File: src/rtl/pw_match_sequencer_pkg.sv
`timescale 1ns/1ps
// Shared state encoding and default widths for the USB pattern-match sequencer.
package pw_defines;

    localparam int PW_CNT_WIDTH     = 8;
    localparam int PW_HOLDOFF_WIDTH = 16;
    localparam int PW_TIMEOUT_WIDTH = 32;

    typedef enum logic [1:0] {
        PMS_IDLE    = 2'd0,
        PMS_ARMED   = 2'd1,
        PMS_HOLDOFF = 2'd2,
        PMS_DONE    = 2'd3
    } pms_state_t;

endpackage

File: src/rtl/pw_loadable_downcounter.sv
`timescale 1ns/1ps
// Loadable down-counter that saturates at zero; used for holdoff and timeout.
module pw_loadable_downcounter #(
    parameter int WIDTH = 16
) (
    input  logic             fe_clk,
    input  logic             reset_n,
    input  logic             load,
    input  logic [WIDTH-1:0] load_val,
    input  logic             en,
    output logic             zero
);

    localparam logic [WIDTH-1:0] ONE = WIDTH'(1);

    logic [WIDTH-1:0] cnt;

    always_ff @(posedge fe_clk or negedge reset_n) begin
        if (!reset_n)
            cnt <= '0;
        else if (load)
            cnt <= load_val;
        else if (en && (cnt != '0))
            cnt <= cnt - ONE;
    end

    assign zero = (cnt == '0);

endmodule

File: src/rtl/pw_match_sequencer.sv
`timescale 1ns/1ps
// Arms the USB pattern matcher, counts qualifying match edges with holdoff,
// and fires a sequence trigger after N matches or stops on armed-window timeout.
module pw_match_sequencer
    import pw_defines::*;
#(
    parameter int pCNT_WIDTH     = PW_CNT_WIDTH,
    parameter int pHOLDOFF_WIDTH = PW_HOLDOFF_WIDTH,
    parameter int pTIMEOUT_WIDTH = PW_TIMEOUT_WIDTH
) (
    input  logic                      fe_clk,
    input  logic                      reset_n,
    input  logic                      I_arm_req,
    input  logic                      I_disarm,
    input  logic [pCNT_WIDTH-1:0]     I_match_target,
    input  logic [pHOLDOFF_WIDTH-1:0] I_holdoff_cycles,
    input  logic [pTIMEOUT_WIDTH-1:0] I_timeout_cycles,
    input  logic                      I_auto_rearm,
    input  logic                      I_match,
    output logic                      O_arm,
    output logic                      O_match_clear,
    output logic                      O_seq_trigger,
    output logic [pCNT_WIDTH-1:0]     O_match_cnt,
    output logic                      O_busy,
    output logic                      O_done,
    output logic                      O_timeout
);

    localparam logic [pCNT_WIDTH-1:0]     CNT_ONE = pCNT_WIDTH'(1);
    localparam logic [pCNT_WIDTH-1:0]     CNT_MAX = '1;
    localparam logic [pTIMEOUT_WIDTH-1:0] TO_ONE  = pTIMEOUT_WIDTH'(1);

    pms_state_t state, nxt_state;

    logic                      match_r;
    logic                      match_evt;
    logic                      arm_acc;
    logic                      busy;

    logic [pCNT_WIDTH-1:0]     tgt_q;
    logic [pHOLDOFF_WIDTH-1:0] hold_q;
    logic [pTIMEOUT_WIDTH-1:0] tout_q;
    logic                      to_en_q;
    logic                      rearm_q;

    logic [pCNT_WIDTH-1:0]     new_cnt;
    logic [pCNT_WIDTH-1:0]     nxt_cnt;
    logic                      nxt_clear;
    logic                      nxt_trig;
    logic                      nxt_tout;
    logic                      ho_load;
    logic                      to_reload;

    logic                      ho_zero;
    logic                      to_zero;
    logic                      to_load;
    logic                      to_expire;
    logic [pTIMEOUT_WIDTH-1:0] to_src;
    logic [pTIMEOUT_WIDTH-1:0] to_load_val;

    assign match_evt = I_match & ~match_r;
    assign arm_acc   = I_arm_req & ~I_disarm;
    assign busy      = (state == PMS_ARMED) || (state == PMS_HOLDOFF);
    assign new_cnt   = (O_match_cnt == CNT_MAX) ? O_match_cnt : O_match_cnt + CNT_ONE;

    // Counter is loaded with T-1 so that the armed window spans exactly T busy cycles.
    assign to_src      = arm_acc ? I_timeout_cycles : tout_q;
    assign to_load_val = (to_src == '0) ? '0 : to_src - TO_ONE;
    assign to_load     = arm_acc | to_reload;
    assign to_expire   = busy & to_en_q & to_zero;

    pw_loadable_downcounter #(.WIDTH(pHOLDOFF_WIDTH)) u_holdoff (
        .fe_clk   (fe_clk),
        .reset_n  (reset_n),
        .load     (ho_load),
        .load_val (hold_q),
        .en       (state == PMS_HOLDOFF),
        .zero     (ho_zero)
    );

    pw_loadable_downcounter #(.WIDTH(pTIMEOUT_WIDTH)) u_timeout (
        .fe_clk   (fe_clk),
        .reset_n  (reset_n),
        .load     (to_load),
        .load_val (to_load_val),
        .en       (busy & to_en_q),
        .zero     (to_zero)
    );

    always_comb begin
        nxt_state = state;
        nxt_cnt   = O_match_cnt;
        nxt_clear = 1'b0;
        nxt_trig  = 1'b0;
        nxt_tout  = O_timeout;
        ho_load   = 1'b0;
        to_reload = 1'b0;
        if (I_disarm) begin
            nxt_state = PMS_IDLE;
        end else if (I_arm_req) begin
            nxt_state = PMS_ARMED;
            nxt_cnt   = '0;
            nxt_tout  = 1'b0;
            nxt_clear = (state == PMS_IDLE) || (state == PMS_DONE);
        end else begin
            case (state)
                PMS_ARMED: begin
                    // A completing match beats a simultaneous timeout expiry.
                    if (match_evt) begin
                        nxt_clear = 1'b1;
                        if (new_cnt == tgt_q) begin
                            nxt_trig = 1'b1;
                            if (rearm_q) begin
                                nxt_cnt   = '0;
                                to_reload = 1'b1;
                                ho_load   = 1'b1;
                                nxt_state = PMS_HOLDOFF;
                            end else begin
                                nxt_cnt   = new_cnt;
                                nxt_state = PMS_DONE;
                            end
                        end else begin
                            nxt_cnt   = new_cnt;
                            ho_load   = 1'b1;
                            nxt_state = PMS_HOLDOFF;
                        end
                    end else if (to_expire) begin
                        nxt_state = PMS_DONE;
                        nxt_tout  = 1'b1;
                    end
                end
                PMS_HOLDOFF: begin
                    if (to_expire) begin
                        nxt_state = PMS_DONE;
                        nxt_tout  = 1'b1;
                    end else if (ho_zero) begin
                        nxt_state = PMS_ARMED;
                    end
                end
                default: ;
            endcase
        end
    end

    always_ff @(posedge fe_clk or negedge reset_n) begin
        if (!reset_n) begin
            state         <= PMS_IDLE;
            match_r       <= 1'b0;
            O_match_cnt   <= '0;
            O_match_clear <= 1'b0;
            O_seq_trigger <= 1'b0;
            O_timeout     <= 1'b0;
            O_arm         <= 1'b0;
            O_busy        <= 1'b0;
            O_done        <= 1'b0;
        end else begin
            state         <= nxt_state;
            match_r       <= I_match;
            O_match_cnt   <= nxt_cnt;
            O_match_clear <= nxt_clear;
            O_seq_trigger <= nxt_trig;
            O_timeout     <= nxt_tout;
            O_arm         <= (nxt_state == PMS_ARMED);
            O_busy        <= (nxt_state == PMS_ARMED) || (nxt_state == PMS_HOLDOFF);
            O_done        <= (nxt_state == PMS_DONE);
        end
    end

    // Configuration is frozen for the whole sequence; target 0 behaves as 1.
    always_ff @(posedge fe_clk or negedge reset_n) begin
        if (!reset_n) begin
            tgt_q   <= CNT_ONE;
            hold_q  <= '0;
            tout_q  <= '0;
            to_en_q <= 1'b0;
            rearm_q <= 1'b0;
        end else if (arm_acc) begin
            tgt_q   <= (I_match_target == '0) ? CNT_ONE : I_match_target;
            hold_q  <= I_holdoff_cycles;
            tout_q  <= I_timeout_cycles;
            to_en_q <= (I_timeout_cycles != '0);
            rearm_q <= I_auto_rearm;
        end
    end

endmodule

File: config.mk
export PLATFORM = sky130hd
export DESIGN_NAME = pw_match_sequencer
export DESIGN_NICKNAME = d
export VERILOG_FILES = /design/src/rtl/pw_match_sequencer_pkg.sv /design/src/rtl/pw_loadable_downcounter.sv /design/src/rtl/pw_match_sequencer.sv
export SDC_FILE = /design/constraint.sdc
export NUM_CORES = 1
export LEC_CHECK = 0
export BUFFER_PORTS_ARGS = -buffer_cell sky130_fd_sc_hd__buf_2
export CORE_UTILIZATION = 64
export CTS_CLUSTER_SIZE = 40
export DETAILED_ROUTE_END_ITERATION = 8
export MAX_ROUTING_LAYER = met4
export PLACE_DENSITY_LB_ADDON = 0.15
export SYNTH_ARGS = -nofsm -noshare
export SYNTH_HDL_FRONTEND = slang
export SYNTH_SLANG_ARGS = --single-unit
File: constraint.sdc
create_clock -name fe_clk -period 6.3 [get_ports fe_clk]
set_input_delay 0.315 -clock fe_clk [delete_from_list [all_inputs] [get_ports fe_clk]]
set_output_delay 0.315 -clock fe_clk [all_outputs]
set_load 0.01 [all_outputs]
## Yosys cells after proc, flatten, opt, wreduce, memory -nomap -nowiden

Cells that the tools add are included.

| storage, ports and cells | value |
|---|---|
| register bits | 123 |

| cells by class | value |
|---|---|
| add/subtract/negate cells | 4 |
| mux-type cells | 46 |
| equality and inequality tests | 9 |
| reductions and logical operators | 20 |
| bitwise logic cells | 7 |

Operators by type and width:

| kind | number |
|---|---|
| 32-bit 2-to-1 mux | 4 |
| 32-bit logical NOT | 2 |
| 32-bit nonzero test | 2 |
| 32-bit by 1-bit subtractor with 32-bit output, second input constant | 2 |
| 8-bit 2-to-1 mux | 7 |
| 16-bit 2-to-1 mux | 2 |
| 1-bit 2-to-1 mux | 24 |
| 16-bit logical NOT | 1 |
| 16-bit nonzero test | 1 |
| 16-bit by 1-bit subtractor with 16-bit output, second input constant | 1 |
| 2-bit 2-to-1 mux | 7 |
| 8-bit by 1-bit adder with 8-bit output, second input constant | 1 |
| 2-bit == test, second input constant | 4 |
| 8-bit == test | 1 |
| 8-bit == test, second input constant | 1 |
| 8-bit logical NOT | 1 |
| 2-bit nonzero test | 4 |
| 3-bit AND reduction | 2 |
| 1-bit bitwise AND | 4 |
| 2-bit by 1-bit == test with 1-bit output, second input constant | 2 |
| 2-bit one-hot mux with 2 select lines | 1 |
| 1-bit logical OR | 3 |
| 3-bit != test, second input constant | 1 |
| 3-bit nonzero test | 1 |
| other kinds (5) | 7 |

## Logic depth before layout (Yosys ltp)

| logic depth | value |
|---|---|
| depth in word-level cells | 11 |
| gate-level depth with buffers | 16 |
| mapped depth without buffers | 10 |

## Cells and area by module

A second synthesis with hierarchy kept.

| second synthesis, totals | value |
|---|---|
| cells, all modules | 902 |
| area total of the unflattened synthesis | 7643.6 um^2 |

By module, submodules not included:

| module | instances | cells an instance | seq. area each (um^2) | area an instance (um^2) |
|---|---|---|---|---|
| pw_match_sequencer | 1 | 544 | 1878.1 | 4513.1 |
| pw_loadable_downcounter at u_timeout | 1 | 234 | 800.8 | 2067.0 |
| pw_loadable_downcounter at u_holdoff | 1 | 124 | 400.4 | 1063.5 |

## Worst setup path before layout

OpenSTA, ideal clock, no wires.

| timing path | value |
|---|---|
| kind | in2reg |
| start point | in I_arm_req |
| end point | reg u_timeout.cnt[28] |
| stages on the path | 14 |
| required time | 6180 ps |
| arrival time | 3333 ps |
| path slack | 2847 ps |
| library setup time | 120 ps |
| cells stage by stage | buf_2 nand2b_4 buf_6 buf_4 buf_2 buf_1 clkbuf_1 mux2i_1 ha_1 nand3_1 nor4_1 nand3_1 xnor2_1 a31o_1 |

| between the ends | value |
|---|---|
| word-level cells in the longest chain between the ends | 5 |
| elaborated cells between the ends (all ways) | 10 |
| classes of those cells | 1 x add/sub; 5 x mux; 2 x bitwise; 2 x reduce/logical |

RTL lines:

| element | line | RTL |
|---|---|---|
| start: declaration | pw_match_sequencer.sv:13 | `input logic I_arm_req,` |
| 1-bit bitwise AND | pw_match_sequencer.sv:62 | `assign arm_acc = I_arm_req & ~I_disarm;` |
| 32-bit 2-to-1 mux | n/a |  |
| 32-bit by 1-bit subtractor with 32-bit output or 32-bit logical NOT (tied branches) | pw_match_sequencer.sv:68 | `assign to_load_val = (to_src == '0) ? '0 : to_src - TO_ONE;` |
| 32-bit 2-to-1 mux | pw_match_sequencer.sv:68 |  |
| 32-bit 2-to-1 mux | pw_loadable_downcounter.sv:21 | `else if (load)` |
| end signal: assignment | pw_loadable_downcounter.sv:22 | `cnt <= load_val;` |
| end signal: assignment | pw_loadable_downcounter.sv:24 | `cnt <= cnt - ONE;` |
| end: declaration | pw_loadable_downcounter.sv:16 | `logic [WIDTH-1:0] cnt;` |

Several ways; a longest one is shown, not always the timed one.
A chain may end at the register's enable or synchronous reset.

## Final worst setup path

| timing path | value |
|---|---|
| start point | reg u_timeout.cnt[10] |
| end point | reg O_busy |

| between the ends | value |
|---|---|
| word-level cells in the longest chain between the ends | 9 |
| elaborated cells between the ends (all ways) | 11 |
| classes of those cells | 2 x eq/ne; 6 x mux; 1 x bitwise; 2 x reduce/logical |

RTL lines:

| element | line | RTL |
|---|---|---|
| 32-bit logical NOT * | pw_loadable_downcounter.sv:27 | `assign zero = (cnt == '0);` |
| 1-bit bitwise AND * | pw_match_sequencer.sv:70 | `assign to_expire = busy & to_en_q & to_zero;` |
| 2-bit 2-to-1 mux | pw_match_sequencer.sv:127 | `end else if (to_expire) begin` |
| 2-bit 2-to-1 mux | pw_match_sequencer.sv:109 | `if (match_evt) begin` |
| 2-bit one-hot mux with 2 select lines * | pw_match_sequencer.sv:106 | `case (state)` |
| 2-bit 2-to-1 mux * | pw_match_sequencer.sv:100 | `end else if (I_arm_req) begin` |
| 2-bit 2-to-1 mux * | pw_match_sequencer.sv:98 | `if (I_disarm) begin` |
| net nxt_state[0] | pw_match_sequencer.sv:33 | `pms_state_t state, nxt_state;` |
| 2-bit by 1-bit == test with 1-bit output or 2-bit == test (tied branches) | pw_match_sequencer.sv:164 | `O_busy <= (nxt_state == PMS_ARMED) \|\| (nxt_state == PMS_HOLDOFF);` |
| 1-bit logical OR * | pw_match_sequencer.sv:164 |  |
| end signal: assignment | pw_match_sequencer.sv:164 |  |
| end: declaration | pw_match_sequencer.sv:24 | `output logic O_busy,` |

Mark *: on every way through the listed nets, which the timed path passes. The rest lies on a longest branch.

==> out/results.ini <==
[finish]
final_util_pct = 76.6
fin_area_um2 = 8340
final_layout_size_suffix_gt1_share_pct = 16.6
fin_nets = 957
layout_commonest_cell = nand2_1
final_cell_mix = 135 x nand2_1, 122 x dfrtp_1, 74 x buf_2
diodes = 0
area_delta_synth_final_pct = 15.7

[run]
maxCapViolCount = 0

[clock_network]
cts.sinks = 123
cts_made_buffers = 17
clk_pin_slew_ps = 60
cts.htree.levels = 4
insertion_delay_ps = 530
cts_max_path_buffers = 2
cts_root_buf = clkbuf_8
cts_tree = yes

[timing]
holdWs_ps = 9.83
rsz0062_at_grt = no
fin_ws_ps = 2850
tightest_slew_ps = 1110
setup_viol = 0
fin_crit_ps = 3450
finClkSkew_ps = 8.13
slew_viol_final = 0
finalHoldViolations = 0
post-route-period-util_pct = 54.8
relSlewSlack_pct = 25.0
max_freq_ghz = 0.290
finalSetupTns_ps = 0

[power]
p_sw_uw = 757
ir_drop_mv = 0.266
combPwrFrac_pct = 22.3
clkPwrFrac_pct = 35.5
p_int_uw = 1720
p_per_area_nw_per_um2 = 297
leakage_uw = 0.00384
swShare_pct = 30.6
power_frac_seq_pct = 42.3

[global_route]
grt_pass1_wl_um = 29600
grt_pass1_vias = 6239
track_usage_pct = 34.4
grt_overflow_total = 0
antenna_found_initial = 0
grt_max_degree = 87

[route]
ant_nets = 0
wl_per_cell_um = 17.5
initialDrtViolationCount = 371
drc_errors = 0
vias = 6345
wl_um = 18100
firstDrtPassIters = 6
vias_per_cell = 6.12

[synthesis]
ys_ff_latch = 123
synth_mux_area_share_pct = 7.32
synthCells = 804
synth_area_um2 = 7210
synth-xor-area-share_pct = 9.59
synthArstFlopShare_pct = 100
synth_compound_area_share_pct = 9.78
synth_fp_nets = 876
ys_warn_count = 0
ys_top_cells_by_area = dfrtp_1 42%, nand2_1 7.0%, xnor2_1 6.2%
avgSynthCellArea_um2 = 8.97
synth_top_family_by_area = simple AND/OR/NAND/NOR gates
synth_cell_types = 67
synth_fa_ha_area_share_pct = 1.73
netlist.area_leader.share_pct = 42.3
synth_enable_flop_cells = 0
yosysTopAreaCell = dfrtp_1
synth_ff_type = dfrtp_1
yosysSeqAreaShare_pct = 42.7
synth-simple-area-share_pct = 24.6

[placed_design]
dpl_cell_area_um2 = 7630
port_buffers = 75
dp_hpwl_um = 12600
pre_cts_ws_ps = 2580
gp_congestion = 0.919

[critical_path]
endpoint_kind = register
cp_max_fo = 8
cp.arrival_ps = 3930
required_ps = 6780
start_kind = register
critPathKind = reg2reg

[floorplanning]
die_w_um = 108
rows = 38
start_util_pct = 66.3
fp.dieArea_um2 = 11700
ioPinCount = 76
core_area_um2 = 10900
chipHeight_um = 108

[min_path]
hold_class = in2reg

[run_status]
status = complete, no violations

## stage by stage
step           power, uW  instances
3_5_place_dp        1590        987
3_3_place_gp        1560        987
2_1_floorplan       1430        804
5_1_grt             2590       1037
4_1_cts             2480       1037
6_report            2480       1037
## worst max-delay path, cell delays in order (launching register included)
cell and delay, ps:
dfrtp_1 400, or4_4 570, or4_4 590, nand2b_1 300, nor4_2 500, nor2_1 80
o21a_1 180, a221oi_1 400, ha_1 310, inv_1 50
## layer usage
layer	vias to the layer above	share of wire (%)	GRT usage, %	wire (um)
met5	-	0	-	0
li1	2968	-	-	-
met2	241	50	57.6	9070
met1	3076	40	39.4	7280
met4	0	4.2	18.1	769
met3	60	5.5	6.09	989
## kinds of logic after synthesis
| group | Yosys count |
|---|---|
| buffers and inverters | 71 |
| DFF | 123 |
| muxes | 49 |
| and+or+nand+nor | 364 |
| adders and majority gates | 10 |
| AOI/OAI and AO/OA | 108 |
| xor gates and xnor gates | 79 |
## registers in the layout, summed over array words and instances (netlist names)
signal / flops
hold_q: 16
tout_q: 32
u_timeout.cnt: 32
u_holdoff.cnt: 16
to_en_q: 1
O_done: 1
O_timeout: 1
tgt_q: 8
match_r: 1
rearm_q: 1
O_match_clear: 1
O_match_cnt: 8
state: 2
O_busy: 1
O_arm: 1
O_seq_trigger: 1
## cell type report
| class | count | area, um^2 |
|---|---|---|
| Timing Repair Buffer | 98 | 598 |
| Sequential cell | 123 | 3080 |
| Tap cell | 140 | 175 |
| Clock buffer | 23 | 457 |
| Fill cell | 790 | 2540 |
| Inverter | 35 | 131 |
| Multi-Input combinational cell | 610 | 3830 |
| Clock inverter | 8 | 70.1 |
## what timing repair did
| item | in CTS | in global routing |
|---|---|---|
| hold buffers | 19 | 0 |
| endpoints found under the setup margin | 0 | 0 |
| resized for setup | 0 | 0 |
| buffers inserted | 0 | 0 |
| hold endpoints to repair | 54 | 0 |
## power by group through the flow
stage / clock network [uW] / logic, uW / registers, uW
after global routing: 916 / 612 / 1060
after CTS: 883 / 551 / 1040
final: 879 / 551 / 1050
after detailed placement: 0 / 534 / 1060
after global placement: 0 / 513 / 1050
after floorplan: 0 / 394 / 1030
## cells in the mapped netlist, types with 8 or more instances
library cell and number:
or4_1 9, mux2i_1 25, nor3_1 28, nand3_1 25, nor2_1 73, o31ai_1 8
ha_1 10, xnor2_1 51, dfrtp_1 122, inv_1 35, or3_1 14, xor2_1 28
a21oi_1 33, nand2_1 135, nand4_1 13, mux2_2 22, nor4_1 20, o21ai_0 22
clkbuf_1 22
## final timing paths
path,slack (ps),end,cells past startpoint,from
setup / recovery,2850,O_busy$_DFF_PN0_,9,u_timeout.cnt[10]$_DFFE_PN0P_
hold / removal,10,hold_q[11]$_DFFE_PN0N_,3,I_holdoff_cycles[11]
setup reg to reg,2850,O_busy$_DFF_PN0_,9,u_timeout.cnt[10]$_DFFE_PN0P_
hold reg to reg,480,hold_q[2]$_DFFE_PN0N_,2,hold_q[2]$_DFFE_PN0N_
max in group asynchronous,4510,u_timeout.cnt[4]$_DFFE_PN0P_,3,reset_n
min in group asynchronous,300,u_holdoff.cnt[12]$_DFFE_PN0P_,2,reset_n
Note: power is estimated with default switching activity, not from simulation.
